[src/rtl/top_lvl_systolic_pkg.sv]
// top_lvl_systolic_pkg: shared array dimensions and phase encoding.
// Rev 1.0
`default_nettype none

package top_lvl_systolic_pkg;
  localparam int N        = 4;
  localparam int NUM_BITS = 8;

  typedef enum logic {
    LOAD    = 1'b0,
    COMPUTE = 1'b1
  } phase_t;
endpackage

`default_nettype wire

[src/rtl/top_lvl_systolic_pe.sv]
// top_lvl_systolic_pe: one weight-stationary cell (weight, activation, accumulator, MAC).
// Rev 1.0
`default_nettype none

module top_lvl_systolic_pe
  import top_lvl_systolic_pkg::*;
#(
  parameter int NUM_BITS = top_lvl_systolic_pkg::NUM_BITS
) (
  input  logic                clk,
  input  logic                rst,
  input  phase_t              phase,
  input  logic                clear,
  input  logic [NUM_BITS-1:0] w_in,
  input  logic [NUM_BITS-1:0] a_in,
  output logic [NUM_BITS-1:0] w_out,
  output logic [NUM_BITS-1:0] a_out,
  output logic [NUM_BITS-1:0] acc
);

  logic [NUM_BITS-1:0] w;
  logic [NUM_BITS-1:0] a;
  logic [NUM_BITS-1:0] prod;

  // Product truncates to the data width; the sum wraps.
  assign prod = a * w;

  always_ff @(posedge clk) begin
    if (!rst) begin
      w   <= '0;
      a   <= '0;
      acc <= '0;
    end else if (phase == LOAD) begin
      w <= w_in;
      a <= '0;
      if (clear) acc <= '0;
    end else begin
      a   <= a_in;
      acc <= acc + prod;
    end
  end

  assign w_out = w;
  assign a_out = a;

endmodule

`default_nettype wire

[src/rtl/top_lvl_systolic.sv]
// top_lvl_systolic: N x N weight-stationary systolic array with LOAD/COMPUTE phase controller.
// Rev 1.0
`default_nettype none

module top_lvl_systolic
  import top_lvl_systolic_pkg::*;
#(
  parameter int N        = top_lvl_systolic_pkg::N,
  parameter int NUM_BITS = top_lvl_systolic_pkg::NUM_BITS
) (
  input  logic                                 clk,
  input  logic                                 rst,
  input  logic [N-1:0][NUM_BITS-1:0]           north_i,
  input  logic [N-1:0][NUM_BITS-1:0]           west_i,
  output logic [N-1:0][N-1:0][NUM_BITS-1:0]    C_o
);

  localparam int             CNT_W        = $clog2(3 * N);
  localparam logic [CNT_W-1:0] LOAD_LAST    = CNT_W'(N - 1);
  localparam logic [CNT_W-1:0] COMPUTE_LAST = CNT_W'(3 * N - 2);

  phase_t             phase;
  phase_t             phase_nxt;
  logic [CNT_W-1:0]   cnt;
  logic [CNT_W-1:0]   cnt_nxt;
  logic               clear;

  always_ff @(posedge clk) begin
    if (!rst) begin
      phase <= LOAD;
      cnt   <= '0;
    end else begin
      phase <= phase_nxt;
      cnt   <= cnt_nxt;
    end
  end

  always_comb begin
    phase_nxt = phase;
    cnt_nxt   = cnt + 1'b1;
    clear     = (phase == LOAD) && (cnt == '0);
    case (phase)
      LOAD: begin
        if (cnt == LOAD_LAST) begin
          phase_nxt = COMPUTE;
          cnt_nxt   = '0;
        end
      end
      COMPUTE: begin
        if (cnt == COMPUTE_LAST) begin
          phase_nxt = LOAD;
          cnt_nxt   = '0;
        end
      end
      default: begin
        phase_nxt = LOAD;
        cnt_nxt   = '0;
      end
    endcase
  end

  // Weights flow south, activations flow east; the far edges fall off the array.
  logic [N:0][N-1:0][NUM_BITS-1:0] w_bus;
  logic [N-1:0][N:0][NUM_BITS-1:0] a_bus;
  logic                            unused_w_edge;

  assign w_bus[0]      = north_i;
  assign unused_w_edge = ^w_bus[N];

  for (genvar i = 0; i < N; i++) begin : g_row
    logic unused_a_edge;
    assign a_bus[i][0]   = west_i[i];
    assign unused_a_edge = ^a_bus[i][N];

    for (genvar j = 0; j < N; j++) begin : g_col
      top_lvl_systolic_pe #(
        .NUM_BITS (NUM_BITS)
      ) u_pe (
        .clk   (clk),
        .rst   (rst),
        .phase (phase),
        .clear (clear),
        .w_in  (w_bus[i][j]),
        .a_in  (a_bus[i][j]),
        .w_out (w_bus[i+1][j]),
        .a_out (a_bus[i][j+1]),
        .acc   (C_o[i][j])
      );
    end
  end

endmodule

`default_nettype wire

[config.mk]
export PLATFORM = sky130hd
export DESIGN_NAME = top_lvl_systolic
export DESIGN_NICKNAME = d
export VERILOG_FILES = /design/src/rtl/top_lvl_systolic_pkg.sv /design/src/rtl/top_lvl_systolic_pe.sv /design/src/rtl/top_lvl_systolic.sv
export SDC_FILE = /design/constraint.sdc
export NUM_CORES = 2
export LEC_CHECK = 0
export CAP_MARGIN = 20
export CORE_ASPECT_RATIO = 1.5
export CORE_UTILIZATION = 43
export CTS_BUF_LIST = sky130_fd_sc_hd__clkbuf_4
export DETAILED_ROUTE_END_ITERATION = 10
export PLACE_DENSITY = 0.61
export SLEW_MARGIN = 0
export SYNTH_ARGS = -nofsm -noshare
export SYNTH_HDL_FRONTEND = slang
export SYNTH_HIERARCHICAL = 1
export SYNTH_SLANG_ARGS = --single-unit
export TNS_END_PERCENT = 30
[constraint.sdc]
create_clock -name clk -period 3.5 [get_ports clk]
set_input_delay 0.875 -clock clk [delete_from_list [all_inputs] [get_ports clk]]
set_output_delay 0.875 -clock clk [all_outputs]
set_load 0.02 [all_outputs]
==> out/metrics.yaml <==
status: "finished, violations left"
violations: "setup timing"
grt_pass1_vias: 24403
clk_pin_slew_ps: 70
fp-row-count: 119
synth_async_sr_flop_share_pct: 0
drc_errors: 0
slew_headroom_pct: 27.78
cap_viol_max_count: 0
antenna_found_initial: 2
ys_seq_area_share_pct: 25.53
die_area_um2: 72030
grt_max_degree: 230
final_cell_area_um2: 39090
reg2reg_to: "g_row[1].g_col[0].u_pe/acc[7]"
share_comb_of_total_power_pct: 15.7
clock_skew_ps: 71.53
ys.flop_type: "dfxtp_1"
p_int_mw: 7.510
tightest_slew_ps: 1083
grt_pass1_wl_um: 120600
worst_setup_path_end_kind: "flip-flop"
pre_cts_slack_ps: -259.3
synth.area.top_cells: "dfxtp_1 26%, fa_1 19%, ha_1 11%"
ys_seq_elements: 389
die_w_um: 219.5
p_sw_mw: 3.152
synth_cell_type_count: 37
period_share_pct: 105.8
cts_buffers: 105
period_needed_ps: 3705
dr.pass1.iters: 5
p_leak_nw: 18.33
report.final.slew_viol_count: 0
placed_cell_area_um2: 36550
hold_viol_final: 0
drtAntennaViolNets: 0
hp-class: "in2reg"
cp.required_ps: 4210
critical_path.max_fanout: 8
power_density_nw_per_um2: 272.8
drtIter0Drc: 634
max_freq_ghz: 0.2699
finalNetCount: 4598
insertion_delay_ps: 890
postCtsHoldBufs: 0
area_growth_pct: 28.14
cts_max_level: 3
place_congestion: 0.8792
fill_cells: 6439
vias_per_cell: 4.720
hpwl_um: 56450
yosys_warnings: 6
worst_slack_ps: -204.7
rsz0062_at_grt: "yes"
synth_top_area_share_pct: 25.53
vias: 23395
cts_root_buffer: "clkbuf_4"
regArea_um2: 8223
whs_path_depth: 2
seq_power_share_pct: 44.4
cts_tree: "yes"
clk_path_buf_depth: 3
ios: 194
netlist_instances: 3377
cp.arrival_ps: 4420
start_util_pct: 43.50
coreArea_um2: 70130
whs_endpoint: "g_row[3].g_col[0].u_pe/acc[4]"
swShare_pct: 29.56
rrSetupSlack_ps: -200
tns_ps: -1278
utilization_pct: 55.74
cp_num_buf_inv: 3
setup_viol: 12
multi_input_area_um2: 21080
crit_type: "reg2reg"
synth_area_per_cell_um2: 9.033
layout-drive-gt1-share_pct: 24.52
synth_edf_count: 0
cp-start-kind: "flip-flop"
r2r_cells: 14
clkSinkCount: 389
slowest_stage: "fa_1"
wl_um: 73950
grtUsageTotal_pct: 20.95
die_y_um: 328.2
path_common_cell: "fa_1"
dp.cells: 4746
gr-total-overflow: 0
fin_cells: 4957
clkPwrFrac_pct: 40.0
cp.depth: 14
cpPeakStageDelay_ps: 500
numPortBuffers: 193
r2r-start: "g_row[1].g_col[0].u_pe/w_out[1]"
synth.cell_area_um2: 30500
min_from: "rst"
crit_family: "adder cells"
vdd_ir_drop_max_mv: 0.3693
wl_per_cell_um: 14.92
worstPathCellList: "nand2_2 -> fa_1 -> inv_1 -> fa_1 -> ha_1 -> inv_1 -> fa_1 -> inv_2 -> fa_2 -> a21o_1 -> a21oi_4 -> xnor2_2 -> nor2b_1 -> a211o_1"
yosysTopAreaCell: "dfxtp_1"
synth_nets: 4006
## registers in the layout, indices dropped and copies added (netlist names)
name / cells
g_row.g_col.u_pe/a_out: 128
g_row.g_col.u_pe/acc: 128
g_row.g_col.u_pe/w_out: 128
cnt: 4
phase: 1
## cell usage in the layout (no fill, tap or decap), types with 128 or more instances in the layout
cell type	n
nand2_1	375
and3_1	128
clkbuf_4	149
nor2b_1	247
inv_1	531
buf_4	396
clkdlybuf4s50_1	192
and2_1	166
dfxtp_1	223
xnor2_1	235
ha_1	232
mux2i_1	128
fa_1	245
## power by group through the flow
stage / sequential, mW / combinational (mW) / clock [mW]
after global placement: 4.84 / 1.65 / 0
after detailed placement: 4.85 / 1.66 / 0
final: 4.73 / 1.67 / 4.26
after floorplan: 4.83 / 0.950 / 0
after CTS: 4.74 / 1.68 / 4.48
after global routing: 4.75 / 1.83 / 4.71
## worst max path at each step
stage                                          startpoint  slack (ps)                             to
after floorplan             g_row[3].g_col[0].u_pe/acc[5]         -20  g_row[3].g_col[0].u_pe/acc[7]
after global placement    g_row[3].g_col[1].u_pe/w_out[0]        -220  g_row[3].g_col[1].u_pe/acc[7]
after detailed placement  g_row[2].g_col[0].u_pe/a_out[2]        -260  g_row[2].g_col[0].u_pe/acc[7]
after CTS                 g_row[1].g_col[0].u_pe/w_out[1]        -180  g_row[1].g_col[0].u_pe/acc[7]
after global routing      g_row[1].g_col[0].u_pe/w_out[1]        -300  g_row[1].g_col[0].u_pe/acc[7]
final                     g_row[1].g_col[0].u_pe/w_out[1]        -200  g_row[1].g_col[0].u_pe/acc[7]
## worst register-to-register path: cells and delay by family (launching register included)
family,cells,cell delay (ps)
fa+ha+maj,5,2090
simple gates,2,220
buf+inv,3,140
compound gates,3,650
xor+xnor,1,100
flops,1,410
## routing by layer
| layer | up-vias | share of wire (%) | global-route usage [%] |
|---|---|---|---|
| li1 | 11730 | - | - |
| met4 | 2 | 2.8 | 7.820 |
| met2 | 354 | 54 | 39.77 |
| met1 | 11184 | 40 | 22.98 |
| met5 | - | 0.015 | 0 |
| met3 | 125 | 3.5 | 3.269 |
## cell type report
type	count	share of cell area, %
antenna	1	0.006402
clock buffer	149	2.862
clock inverter	38	0.6754
inverter	586	5.627
multi-input combinational	2290	53.94
sequential	389	21.04
tap	907	2.903
timing repair buffer	597	12.95
## Yosys cell counts (all sizes together), types with 2 or more instances
| library cell | count |
|---|---|
| inv | 586 |
| nand2 | 424 |
| dfxtp | 389 |
| fa | 288 |
| ha | 275 |
| xnor2 | 256 |
| nor2b | 248 |
| and2 | 168 |
| a21oi | 137 |
| and3 | 128 |
| mux2i | 128 |
| nor3 | 96 |
| clkbuf | 71 |
| buf | 41 |
| a21o | 32 |
| nor3b | 32 |
| xor2 | 18 |
| a211o | 8 |
| nand3b | 8 |
| nand4 | 8 |
| nor4bb | 8 |
| or4bb | 8 |
| o21a | 7 |
| nor2 | 4 |
| nand3 | 2 |
## through the flow
stage | hold WS [ps] | power (mW)
floorplan | 429.7 | 5.775
global placement | 447.9 | 6.499
detailed placement | 459.3 | 6.508
CTS | 319.2 | 10.90
global route | 381.5 | 11.29
finish | 420.3 | 10.66
## cell families (layout without fill, tap and decap cells)
group	Yosys count	count (layout)	share of synthesized area, %
adder cells (fa/ha/maj)	563	563	30.18
flip-flops	389	389	25.53
buffers and inverters	698	1370	8.745
multiplexers	128	128	4.200
other	0	1	0
AO/OA/AOI/OAI	187	187	3.503
XOR/XNOR	274	274	7.892
AND/OR/NAND/NOR	1138	1138	19.95
## what timing repair did
action / CTS / global route
resized for setup: 119 / 183
buffers inserted: 13 / 10
endpoints found under the setup margin: 33 / 37
pin swaps: 41 / 127
(Power assumes the default switching activity.)
